**config.mk**
```make
export PLATFORM = sky130hd
export DESIGN_NAME = cpu_control_unit_flat
export DESIGN_NICKNAME = d
export VERILOG_FILES = /design/src/rtl/cpu_control_unit_pkg.sv /design/src/rtl/cpu_control_unit_if.sv /design/src/rtl/cpu_control_unit_decode.sv /design/src/rtl/cpu_control_unit.sv /design/src/flat_wrapper.sv
export SDC_FILE = /design/constraint.sdc
export NUM_CORES = 1
export LEC_CHECK = 0
export ABC_AREA = 1
export CAP_MARGIN = 10
export CORE_ASPECT_RATIO = 0.7
export CORE_MARGIN = 2
export CORE_UTILIZATION = 37
export DETAILED_ROUTE_END_ITERATION = 12
export DONT_BUFFER_PORTS = 1
export PLACE_DENSITY = 0.47
export SLEW_MARGIN = 20
export SYNTH_ARGS = -nofsm -noshare
export SYNTH_HDL_FRONTEND = slang
export SYNTH_SLANG_ARGS = --single-unit
```
**constraint.sdc**
```tcl
create_clock -name clk -period 5.1 [get_ports clk]
set_clock_uncertainty 0.15 [all_clocks]
set_input_delay 1.53 -clock clk [delete_from_list [all_inputs] [get_ports clk]]
set_output_delay 1.53 -clock clk [all_outputs]
set_load 0.03 [all_outputs]
```
**src/rtl/cpu_control_unit_pkg.sv**
```systemverilog
// Shared definitions for the 19-bit CPU control path: opcodes, ALU codes, FSM states and
// instruction field positions.
package cpu_control_unit_pkg;

   localparam int DATA_W  = 19;
   localparam int REG_W   = 3;
   localparam int IMM_W   = 9;
   localparam int OP_MSB  = 18;
   localparam int OP_LSB  = 15;
   localparam int RD_LSB  = 12;
   localparam int RS1_LSB = 9;
   localparam int RS2_LSB = 6;

   localparam logic [3:0] OP_LDI  = 4'b0110;
   localparam logic [3:0] OP_JMP  = 4'b0111;
   localparam logic [3:0] OP_JZ   = 4'b1000;
   localparam logic [3:0] OP_NOP  = 4'b1001;
   localparam logic [3:0] OP_HALT = 4'b1111;

   localparam logic [2:0] ALU_ADD = 3'b000;
   localparam logic [2:0] ALU_SUB = 3'b001;
   localparam logic [2:0] ALU_AND = 3'b010;
   localparam logic [2:0] ALU_OR  = 3'b011;
   localparam logic [2:0] ALU_NOT = 3'b100;
   localparam logic [2:0] ALU_XOR = 3'b101;

   typedef enum logic [2:0] {
      ST_IDLE, ST_FETCH, ST_DECODE, ST_EXEC, ST_WB, ST_HALT
   } state_e;

   typedef enum logic [2:0] {
      CL_ALU, CL_LDI, CL_JMP, CL_JZ, CL_NOP, CL_HALT, CL_ILL
   } iclass_e;

   typedef struct packed {
      iclass_e          cls;
      logic [2:0]       alu_op;
      logic [REG_W-1:0] rd;
      logic [REG_W-1:0] rs1;
      logic [REG_W-1:0] rs2;
      logic [IMM_W-1:0] imm;
      logic             illegal;
   } dec_t;

   // Opcodes 0000..0101 map directly onto the ALU operation codes.
   function automatic logic is_alu_op(input logic [3:0] op);
      return op <= 4'b0101;
   endfunction

endpackage

```
**src/rtl/cpu_control_unit_if.sv**
```systemverilog
// Instruction-memory, ALU and register-file control bundle between sequencer and datapath.
interface cpu_control_unit_if
   import cpu_control_unit_pkg::*;
#(
   parameter int PC_W = 8
);
   logic              imem_req;
   logic [PC_W-1:0]   imem_addr;
   logic              imem_ack;
   logic [DATA_W-1:0] imem_rdata;
   logic [2:0]        alu_op;
   logic              alu_zero;
   logic [REG_W-1:0]  rf_raddr_a;
   logic [REG_W-1:0]  rf_raddr_b;
   logic [REG_W-1:0]  rf_waddr;
   logic              rf_we;
   logic              rf_wsel;
   logic [DATA_W-1:0] imm_out;

   modport master (
      output imem_req, imem_addr, alu_op, rf_raddr_a, rf_raddr_b, rf_waddr, rf_we, rf_wsel,
             imm_out,
      input  imem_ack, imem_rdata, alu_zero
   );

   modport slave (
      input  imem_req, imem_addr, alu_op, rf_raddr_a, rf_raddr_b, rf_waddr, rf_we, rf_wsel,
             imm_out,
      output imem_ack, imem_rdata, alu_zero
   );
endinterface

```
**src/rtl/cpu_control_unit_decode.sv**
```systemverilog
// Combinational instruction decoder: splits the IR into fields and classifies the opcode.
module cpu_control_unit_decode
   import cpu_control_unit_pkg::*;
(
   input  logic [DATA_W-1:0] ir_i,
   output dec_t              dec_o
);

   logic [3:0] op;
   assign op = ir_i[OP_MSB:OP_LSB];

   always_comb begin
      dec_o         = '0;
      dec_o.cls     = CL_NOP;
      dec_o.alu_op  = ALU_ADD;
      dec_o.rd      = ir_i[RD_LSB +: REG_W];
      dec_o.rs1     = ir_i[RS1_LSB +: REG_W];
      dec_o.rs2     = ir_i[RS2_LSB +: REG_W];
      dec_o.imm     = ir_i[IMM_W-1:0];
      dec_o.illegal = 1'b0;
      if (is_alu_op(op)) begin
         dec_o.cls    = CL_ALU;
         dec_o.alu_op = op[2:0];
      end else begin
         case (op)
            OP_LDI:  dec_o.cls = CL_LDI;
            OP_JMP:  dec_o.cls = CL_JMP;
            OP_JZ:   dec_o.cls = CL_JZ;
            OP_NOP:  dec_o.cls = CL_NOP;
            OP_HALT: dec_o.cls = CL_HALT;
            default: begin
               dec_o.cls     = CL_ILL;
               dec_o.illegal = 1'b1;
            end
         endcase
      end
   end

endmodule

```
**src/rtl/cpu_control_unit.sv**
```systemverilog
// Multi-cycle sequencer: fetches over imem req/ack, decodes, drives the ALU and register file.
module cpu_control_unit
   import cpu_control_unit_pkg::*;
#(
   parameter int              PC_W     = 8,
   parameter logic [PC_W-1:0] RESET_PC = '0
) (
   input  logic               clk,
   input  logic               rst_n,
   input  logic               start_i,
   cpu_control_unit_if.master bus,
   output logic               busy_o,
   output logic               halted_o,
   output logic               illegal_o
);

   state_e            state_q, state_d;
   logic [PC_W-1:0]   pc_q, pc_d;
   logic [DATA_W-1:0] ir_q, ir_d;
   logic              z_q, z_d;
   logic              ill_q, ill_d;

   dec_t              dec;
   logic [PC_W-1:0]   target;
   logic              req, we, wsel;
   logic [2:0]        aop;
   logic [REG_W-1:0]  ra, rb, wa;
   logic [DATA_W-1:0] imm;

   cpu_control_unit_decode u_decode (
      .ir_i  (ir_q),
      .dec_o (dec)
   );

   assign target = ir_q[PC_W-1:0];

   always_ff @(posedge clk or negedge rst_n) begin
      if (!rst_n) begin
         state_q <= ST_IDLE;
         pc_q    <= RESET_PC;
         ir_q    <= '0;
         z_q     <= 1'b0;
         ill_q   <= 1'b0;
      end else begin
         state_q <= state_d;
         pc_q    <= pc_d;
         ir_q    <= ir_d;
         z_q     <= z_d;
         ill_q   <= ill_d;
      end
   end

   always_comb begin
      state_d = state_q;
      pc_d    = pc_q;
      ir_d    = ir_q;
      z_d     = z_q;
      ill_d   = ill_q;
      req     = 1'b0;
      we      = 1'b0;
      wsel    = 1'b0;
      aop     = ALU_ADD;
      ra      = '0;
      rb      = '0;
      wa      = '0;
      imm     = '0;
      case (state_q)
         ST_IDLE, ST_HALT: begin
            if (start_i) begin
               state_d = ST_FETCH;
               pc_d    = RESET_PC;
               ill_d   = 1'b0;
            end
         end
         ST_FETCH: begin
            req = 1'b1;
            if (bus.imem_ack) begin
               ir_d    = bus.imem_rdata;
               state_d = ST_DECODE;
            end
         end
         ST_DECODE: begin
            pc_d = pc_q + PC_W'(1);
            if (dec.illegal) begin
               ill_d   = 1'b1;
               state_d = ST_HALT;
            end else if (dec.cls == CL_HALT) begin
               state_d = ST_HALT;
            end else begin
               state_d = ST_EXEC;
            end
         end
         ST_EXEC: begin
            state_d = ST_FETCH;
            case (dec.cls)
               CL_ALU: begin
                  aop     = dec.alu_op;
                  ra      = dec.rs1;
                  rb      = dec.rs2;
                  z_d     = bus.alu_zero;
                  state_d = ST_WB;
               end
               CL_LDI: begin
                  imm     = DATA_W'(dec.imm);
                  state_d = ST_WB;
               end
               CL_JMP:  pc_d = target;
               CL_JZ:   if (z_q) pc_d = target;
               default: ;
            endcase
         end
         ST_WB: begin
            // ALU operands stay on the bus so the result is still valid at the write.
            we      = 1'b1;
            wa      = dec.rd;
            wsel    = (dec.cls == CL_LDI);
            state_d = ST_FETCH;
            if (dec.cls == CL_ALU) begin
               aop = dec.alu_op;
               ra  = dec.rs1;
               rb  = dec.rs2;
            end else begin
               imm = DATA_W'(dec.imm);
            end
         end
         default: state_d = ST_IDLE;
      endcase
   end

   assign bus.imem_req   = req;
   assign bus.imem_addr  = pc_q;
   assign bus.alu_op     = aop;
   assign bus.rf_raddr_a = ra;
   assign bus.rf_raddr_b = rb;
   assign bus.rf_waddr   = wa;
   assign bus.rf_we      = we;
   assign bus.rf_wsel    = wsel;
   assign bus.imm_out    = imm;

   assign busy_o    = (state_q == ST_FETCH) || (state_q == ST_DECODE) ||
                      (state_q == ST_EXEC)  || (state_q == ST_WB);
   assign halted_o  = (state_q == ST_HALT);
   assign illegal_o = ill_q;

endmodule

```
**src/flat_wrapper.sv**
```systemverilog
// flat-port wrapper written by rule: the top's interface ports become plain ports
module cpu_control_unit_flat import cpu_control_unit_pkg::*;
#(
   parameter int              PC_W     = 8,
   parameter logic [PC_W-1:0] RESET_PC = '0
)
  (clk, rst_n, start_i, busy_o, halted_o, illegal_o, bus_imem_req, bus_imem_addr, bus_alu_op, bus_rf_raddr_a, bus_rf_raddr_b, bus_rf_waddr, bus_rf_we, bus_rf_wsel, bus_imm_out, bus_imem_ack, bus_imem_rdata, bus_alu_zero);
  cpu_control_unit_if #(.PC_W(PC_W)) bus_i ();
  input  logic clk;
  input  logic rst_n;
  input  logic start_i;
  output logic busy_o;
  output logic halted_o;
  output logic illegal_o;
  output wire logic [$bits(bus_i.imem_req)-1:0] bus_imem_req;
  output wire logic [$bits(bus_i.imem_addr)-1:0] bus_imem_addr;
  output wire logic [$bits(bus_i.alu_op)-1:0] bus_alu_op;
  output wire logic [$bits(bus_i.rf_raddr_a)-1:0] bus_rf_raddr_a;
  output wire logic [$bits(bus_i.rf_raddr_b)-1:0] bus_rf_raddr_b;
  output wire logic [$bits(bus_i.rf_waddr)-1:0] bus_rf_waddr;
  output wire logic [$bits(bus_i.rf_we)-1:0] bus_rf_we;
  output wire logic [$bits(bus_i.rf_wsel)-1:0] bus_rf_wsel;
  output wire logic [$bits(bus_i.imm_out)-1:0] bus_imm_out;
  input wire logic [$bits(bus_i.imem_ack)-1:0] bus_imem_ack;
  input wire logic [$bits(bus_i.imem_rdata)-1:0] bus_imem_rdata;
  input wire logic [$bits(bus_i.alu_zero)-1:0] bus_alu_zero;
  assign bus_imem_req = bus_i.imem_req;
  assign bus_imem_addr = bus_i.imem_addr;
  assign bus_alu_op = bus_i.alu_op;
  assign bus_rf_raddr_a = bus_i.rf_raddr_a;
  assign bus_rf_raddr_b = bus_i.rf_raddr_b;
  assign bus_rf_waddr = bus_i.rf_waddr;
  assign bus_rf_we = bus_i.rf_we;
  assign bus_rf_wsel = bus_i.rf_wsel;
  assign bus_imm_out = bus_i.imm_out;
  assign bus_i.imem_ack = bus_imem_ack;
  assign bus_i.imem_rdata = bus_imem_rdata;
  assign bus_i.alu_zero = bus_alu_zero;
  cpu_control_unit #(.PC_W(PC_W), .RESET_PC(RESET_PC)) u_core (.clk(clk), .rst_n(rst_n), .start_i(start_i), .bus(bus_i), .busy_o(busy_o), .halted_o(halted_o), .illegal_o(illegal_o));
endmodule
```
==> results of run 1 <==
[synth_stat cells, drive strengths merged]
library cell	count	area, sq um
inv	26	100
nor4	1	6.26
a22oi	1	21.3
nand2	113	447
or2	1	6.26
o211ai	1	7.51
nand3	27	145
o21bai	1	7.51
a21oi	8	40.0
o21ai	5	25.0
nor3	6	46.3
nand4	2	12.5
buf	15	111
conb	1	3.75
clkbuf	1	3.75
nand3b	1	7.51
dfrtp	32	801
nor2	37	159
a31oi	1	6.26
ha	1	12.5
[power groups by stage]
stage / combinational (mW) / clock (mW) / sequential, mW
2_1_floorplan: 0.503 / 0 / 0.513
3_5_place_dp: 0.587 / 0 / 0.543
3_3_place_gp: 0.589 / 0 / 0.542
5_1_grt: 0.665 / 0.222 / 0.560
6_report: 0.581 / 0.201 / 0.540
4_1_cts: 0.589 / 0.207 / 0.539
[cells in the final DEF, fill, tap and decap left out]
cell type | synthesis | routed
sky130_fd_sc_hd__nor3_4 | 1 | 1
sky130_fd_sc_hd__nand3_1 | 25 | 25
sky130_fd_sc_hd__nand2_2 | 3 | 3
sky130_fd_sc_hd__clkbuf_1 | 1 | 2
sky130_fd_sc_hd__nand2_4 | 2 | 2
sky130_fd_sc_hd__conb_1 | 1 | 10
sky130_fd_sc_hd__a22oi_4 | 1 | 1
sky130_fd_sc_hd__buf_4 | 12 | 2
sky130_fd_sc_hd__inv_1 | 24 | 24
sky130_fd_sc_hd__o211ai_1 | 1 | 1
sky130_fd_sc_hd__o21bai_1 | 1 | 1
sky130_fd_sc_hd__dfrtp_1 | 32 | 32
sky130_fd_sc_hd__nand4_1 | 2 | 2
sky130_fd_sc_hd__o21ai_1 | 1 | 1
sky130_fd_sc_hd__nand2_1 | 108 | 108
sky130_fd_sc_hd__inv_4 | 1 | 1
sky130_fd_sc_hd__nor3_1 | 4 | 4
sky130_fd_sc_hd__or2_2 | 1 | 1
sky130_fd_sc_hd__nor3_2 | 1 | 1
sky130_fd_sc_hd__inv_2 | 1 | 1
sky130_fd_sc_hd__nand3b_1 | 1 | 1
sky130_fd_sc_hd__clkbuf_8 | 0 | 6
sky130_fd_sc_hd__ha_1 | 1 | 1
sky130_fd_sc_hd__nor4_1 | 1 | 1
sky130_fd_sc_hd__a31oi_1 | 1 | 1
sky130_fd_sc_hd__a21oi_1 | 8 | 8
sky130_fd_sc_hd__nor2_4 | 2 | 2
sky130_fd_sc_hd__nor2_1 | 33 | 33
sky130_fd_sc_hd__o21ai_0 | 4 | 4
sky130_fd_sc_hd__nand3_2 | 2 | 2
sky130_fd_sc_hd__nor2_2 | 2 | 2
[sequential cells by signal (all words and copies together), names as in the netlist]
name,cells
u_core.illegal_o,1
u_core.state_q,3
u_core.z_q,1
u_core.ir_q,19
u_core.bus.imem_addr,8
[layout make-up]
cell class	instances	area (sq um)
tap	72	90.1
multi-input combinational	216	987
clock buffer	8	90.1
timing repair buffer	2	15.0
fill	580	3090
sequential	32	801
inverter	26	100
[critical path: cells and delay by family, from the launching register on]
kind	cells	cell delay (ns)
AND/OR/NAND/NOR	3	1.30
flip-flops	1	0.45
buffers and inverters	3	0.40
[worst max path at each step]
stage | startpoint | endpoint | slack (ns) | cells past startpoint
2_1_floorplan | u_core.state_q[2]$_DFFE_PN0P_ | bus_rf_wsel | 1.42 | 4
5_1_grt | u_core.state_q[2]$_DFFE_PN0P_ | bus_alu_op[0] | 0.83 | 6
4_1_cts | u_core.state_q[2]$_DFFE_PN0P_ | bus_alu_op[0] | 0.96 | 6
6_report | u_core.state_q[2]$_DFFE_PN0P_ | bus_alu_op[0] | 1.0 | 6
3_5_place_dp | u_core.state_q[2]$_DFFE_PN0P_ | bus_alu_op[0] | 1.28 | 6
3_3_place_gp | u_core.state_q[2]$_DFFE_PN0P_ | bus_alu_op[0] | 1.36 | 6
[cell families (layout without fill, tap and decap cells)]
| kind of cell | after synthesis | after routing |
|---|---|---|
| DFF | 32 | 32 |
| adders and majority gates | 1 | 1 |
| other | 1 | 10 |
| buffers and inverters | 42 | 36 |
| AOI/OAI and AO/OA | 17 | 17 |
| and+or+nand+nor | 188 | 188 |
[per-stage QoR]
step / total power, mW / worst slack [ns]
global placement: 1.13 / 1.36
CTS: 1.33 / 0.964
global route: 1.45 / 0.832
detailed placement: 1.13 / 1.28
floorplan: 1.02 / 1.42
finish: 1.32 / 0.999
[layer usage]
layer / vias up / GRT usage [%] / wire [microns]
li1: 872 / - / -
met1: 718 / 24.6 / 2360
met2: 50 / 25.7 / 2050
met3: 2 / 6.40 / 400
met4: 0 / 3.98 / 25
met5: - / 0 / 0
==> flow_metrics.tcl, run 1 <==
set metrics [dict create \
    setup_repair_after_global_routing_missed_its_margin "false" \
    share_of_post_route_cells_with_drive_strength_above_1_pct 8.80 \
    synthToLayoutAreaGrowth_pct 5.78 \
    power.density_mw_per_mm2 635 \
    grt_first_pass_wirelength_mm 7.98 \
    timing.critical_path.cells "inv_1 > nor3_4 > inv_2 > nand2_4 > inv_4 > nor3_1" \
    drt_pass1_iterations 4 \
    min_path_cells 2 \
    worst_skew_pair.late_latency_ns 0.28 \
    postSynthRegisterBits 32 \
    drt_first_iter_violations 78 \
    root_buffer "sky130_fd_sc_hd__clkbuf_8" \
    relSlewSlack_pct 39.5 \
    antenna_violations_before_repair 0 \
    postSynthCellCount 281 \
    rows 22 \
    timing.critical_path.from_type "flop" \
    start_util_pct 38.1 \
    grt_pass1_vias 1529 \
    swShare_pct 52.1 \
    finalCritPeriodShare_pct 80.4 \
    cts_buffers 5 \
    synthMuxAreaShare_pct 0 \
    post_cts.resized_instances 0 \
    max-clock-path-buffers 2 \
    die_height_microns 65.0 \
    finish.utilization_pct 40.3 \
    wire_per_inst_microns 13.6 \
    final_max_slew_viol_count 0 \
    combPwrFrac_pct 44.0 \
    fp.dieW_microns 91.2 \
    wl_mm 4.84 \
    synth_top_family_by_area "simple AND/OR/NAND/NOR gates" \
    dp_hpwl_mm 3.59 \
    dieArea_sq_mm 0.00593 \
    area_share_of_fa_ha_maj_cells_after_synthesis_pct 0.635 \
    final_period_minus_worst_setup_slack_ns 4.10 \
    worst-setup-path-type "reg -> out" \
    holdWs_ns 0.319 \
    portBuffers 0 \
    finalHoldViolCount 0 \
    rr_endpoint "u_core.ir_q[18]$_DFFE_PN0P_" \
    hold_path_startpoint "u_core.ir_q[9]$_DFFE_PN0P_" \
    core_area_sq_mm 0.00517 \
    cell_internal_pwr_uw 633 \
    share_seq_of_total_power_pct 40.8 \
    post_synth_xor_area_fraction_pct 0 \
    dpl-instance-area_sq_mm 0.00199 \
    synth-simple-area-share_pct 42.1 \
    cp_slowest_stage_delay_ns 0.69 \
    route.detailed.drc 0 \
    postSynthAreaPerCell_sq_um 7.01 \
    r2r_start "u_core.state_q[0]$_DFFE_PN0P_" \
    design.portCount 69 \
    dp_cells 348 \
    gr-usage-all-layers_pct 17.5 \
    run_status "finished clean" \
    synth_warnings 0 \
    routed_via_density 4.61 \
    htree_levels 2 \
    r2r_cells 5 \
    num_vias 1642 \
    share_of_the_yosys_chip_area_belonging_to_registers_pct 40.7 \
    worst_slew_pin_slew_ns 0.900 \
    clockPowerShare_pct 15.2 \
    post_cts.repair.setup_buffers 0 \
    post-route-cell-area_sq_mm 0.00208 \
    synthDistinctLibCells 32 \
    compound_gate_fraction_of_synth_area_pct 5.46 \
    setup_total_negative_slack_ns 0 \
    timing.max_cap.violations 0 \
    tritoncts "yes" \
    globalRoute.totalOverflow 0 \
    final_antenna_net_count 0 \
    p_sw_uw 689 \
    min_delay_worst_endpoint "u_core.ir_q[9]$_DFFE_PN0P_" \
    min-delay-path-class "reg -> reg" \
    irDropWorstVdd_uv 184 \
    netlist_area_sq_mm 0.00197 \
    clk_transition_reported_paths_ns 0.07 \
    worst_path_arrival_time_ns 2.42 \
    finalNetCount 308 \
    cts_hold_buffers 0 \
    r2r_slack_ns 3.10 \
    diodes 0 \
    finalSetupViolCount 0 \
    layout.cells.non_filler 356 \
    routabilityCongestion 0.772 \
    clkSinkCount 32 \
    timing.critical_path.slowest_stage_cell "sky130_fd_sc_hd__nor3_1" \
    required_time_at_the_endpoint_of_the_critical_path_ns 3.42 \
    worstSetupEndpointType "primary output" \
    p_leak_nw 1.07 \
    critical_path.max_fanout 9 \
    fmax_ghz 0.244 \
    grt_start_max_net_pins 33 \
]
Note: power is estimated with default switching activity, not from simulation.
==> run 2, diff against run 1 <==
==> constraint.sdc (replaced) <==
create_clock -name clk -period 3.9 [get_ports clk]
set_clock_uncertainty 0.15 [all_clocks]
set_input_delay 1.17 -clock clk [delete_from_list [all_inputs] [get_ports clk]]
set_output_delay 1.17 -clock clk [all_outputs]
set_load 0.03 [all_outputs]
==> run 2 against run 1 <==
  * Die area did not move
  * Sequential share of layout area fell by 0.55 points
  * Non-clock buffer count rose by 4
  * Highest routed layer unchanged
==> flow_metrics.tcl, run 2 (synthesis gave the netlist of run 1 again) <==
set metrics [dict create \
    globalRoute.totalOverflow 0 \
    grt_first_pass_wirelength_mm 8.29 \
    root_buffer "sky130_fd_sc_hd__clkbuf_8" \
    final_period_minus_worst_setup_slack_ns 3.43 \
    dp_hpwl_mm 3.73 \
    r2r_start "u_core.state_q[1]$_DFFE_PN0P_" \
    share_of_post_route_cells_with_drive_strength_above_1_pct 10.1 \
    holdWs_ns 0.321 \
    diodes 0 \
    irDropWorstVdd_uv 254 \
    layout.cells.non_filler 360 \
    drt_pass1_iterations 4 \
    worst-setup-path-type "reg -> out" \
    core_area_sq_mm 0.00517 \
    wire_per_inst_microns 14.0 \
    clk_transition_reported_paths_ns 0.07 \
    synthToLayoutAreaGrowth_pct 7.31 \
    final_antenna_net_count 0 \
    rr_endpoint "u_core.state_q[0]$_DFFE_PN0P_" \
    max-clock-path-buffers 2 \
    fmax_ghz 0.292 \
    design.portCount 69 \
    cts_hold_buffers 0 \
    worst_setup_path_endpoint "bus_imm_out[2]" \
    grt_start_max_net_pins 33 \
    rows 22 \
    power.density_mw_per_mm2 836 \
    critical_path.max_fanout 12 \
    finalNetCount 312 \
    grt_pass1_vias 1581 \
    worstSetupEndpointType "primary output" \
    largest_reg_flops 19 \
    worst_setup_sp "u_core.state_q[2]$_DFFE_PN0P_" \
    required_time_at_the_endpoint_of_the_critical_path_ns 2.58 \
    p_leak_nw 1.09 \
    tritoncts "yes" \
    finalHoldViolCount 0 \
    largest-register "u_core.ir_q" \
    clkSinkCount 32 \
    worst_slew_pin_slew_ns 0.630 \
    htree_levels 2 \
    finalCritPeriodShare_pct 87.9 \
    layout.cells.most_common "sky130_fd_sc_hd__nand2_1" \
    relSlewSlack_pct 57.9 \
    route.detailed.drc 0 \
    min-delay-path-class "reg -> reg" \
    num_vias 1669 \
    run_status "finished clean" \
    worst_path_arrival_time_ns 2.11 \
    finish.utilization_pct 40.8 \
    post_cts.repair.setup_buffers 0 \
    routed_via_density 4.64 \
    cts_buffers 5 \
    dieArea_sq_mm 0.00593 \
    routabilityCongestion 0.824 \
    wl_mm 5.03 \
    die_height_microns 65.0 \
    dp_cells 352 \
    post_cts.resized_instances 0 \
    worst_skew_pair.late_latency_ns 0.28 \
    fillerInstances 585 \
    final_max_slew_viol_count 0 \
    timing.max_cap.violations 0 \
    commonest_non_fill_non_tap_cells_in_the_layout "sky130_fd_sc_hd__nand2_1, sky130_fd_sc_hd__nor2_1, sky130_fd_sc_hd__dfrtp_1" \
    start_util_pct 38.1 \
    gr-usage-all-layers_pct 18.3 \
    timing.critical_path.from_type "flop" \
    antenna_violations_before_repair 0 \
    setup_total_negative_slack_ns 0 \
    r2r_slack_ns 1.94 \
    finalSetupViolCount 0 \
    fp.dieW_microns 91.2 \
    portBuffers 0 \
    drt_first_iter_violations 164 \
    r2r_cells 9 \
    setup_repair_after_global_routing_missed_its_margin "false" \
]
run 2: changes by cell type in the layout (fill, tap and decap cells not counted), sizes merged:
cell / change
buf: +4
run 2: worst min-delay path by stage:
stage                                      from                           to  slack, ns  cells past startpoint
floorplan           u_core.ir_q[10]$_DFFE_PN0P_  u_core.ir_q[10]$_DFFE_PN0P_       0.29                      2
global placement    u_core.ir_q[11]$_DFFE_PN0P_  u_core.ir_q[11]$_DFFE_PN0P_       0.31                      2
detailed placement   u_core.ir_q[9]$_DFFE_PN0P_   u_core.ir_q[9]$_DFFE_PN0P_       0.31                      2
CTS                  u_core.ir_q[9]$_DFFE_PN0P_   u_core.ir_q[9]$_DFFE_PN0P_       0.33                      2
global route         u_core.ir_q[9]$_DFFE_PN0P_   u_core.ir_q[9]$_DFFE_PN0P_       0.35                      2
finish              u_core.ir_q[11]$_DFFE_PN0P_  u_core.ir_q[11]$_DFFE_PN0P_       0.32                      2
run 2: worst max-delay path, cell delays in order (launching register included):
cell,delay (ns)
sky130_fd_sc_hd__dfrtp_1,0.45
sky130_fd_sc_hd__inv_1,0.19
sky130_fd_sc_hd__nand3_2,0.15
sky130_fd_sc_hd__inv_1,0.35
sky130_fd_sc_hd__a22oi_4,0.21
sky130_fd_sc_hd__nor2_1,0.48
run 2: where the power goes:
group	switching (mW)	internal [mW]
registers	0.234	0.477
logic	0.568	0.221
clock network	0.122	0.144
run 2: cell type report:
class	instances	area, sq um	area share [%]
timing repair buffer	6	45.0	2.13
sequential	32	801	37.9
inverter	26	100	4.74
multi-input combinational	216	987	46.7
tap	72	90.1	4.26
clock buffer	8	90.1	4.26
run 2: metrics by stage:
stage / power [mW] / instance area (sq um) / setup WS (ns)
2_1_floorplan: 1.33 / 2000 / 0.584
3_3_place_gp: 1.51 / 2020 / 0.826
3_5_place_dp: 1.52 / 2020 / 0.764
4_1_cts: 1.78 / 2110 / 0.455
5_1_grt: 1.94 / 2110 / 0.313
6_report: 1.77 / 2110 / 0.472
run 2: per-layer routing:
metal | vias to the layer above | global-route usage (%) | part of all wire (%)
li1 | 874 | - | -
met1 | 730 | 27.0 | 49
met2 | 61 | 25.4 | 41
met3 | 4 | 5.93 | 8.8
met4 | 0 | 5.11 | 0.83
met5 | - | 0 | 0
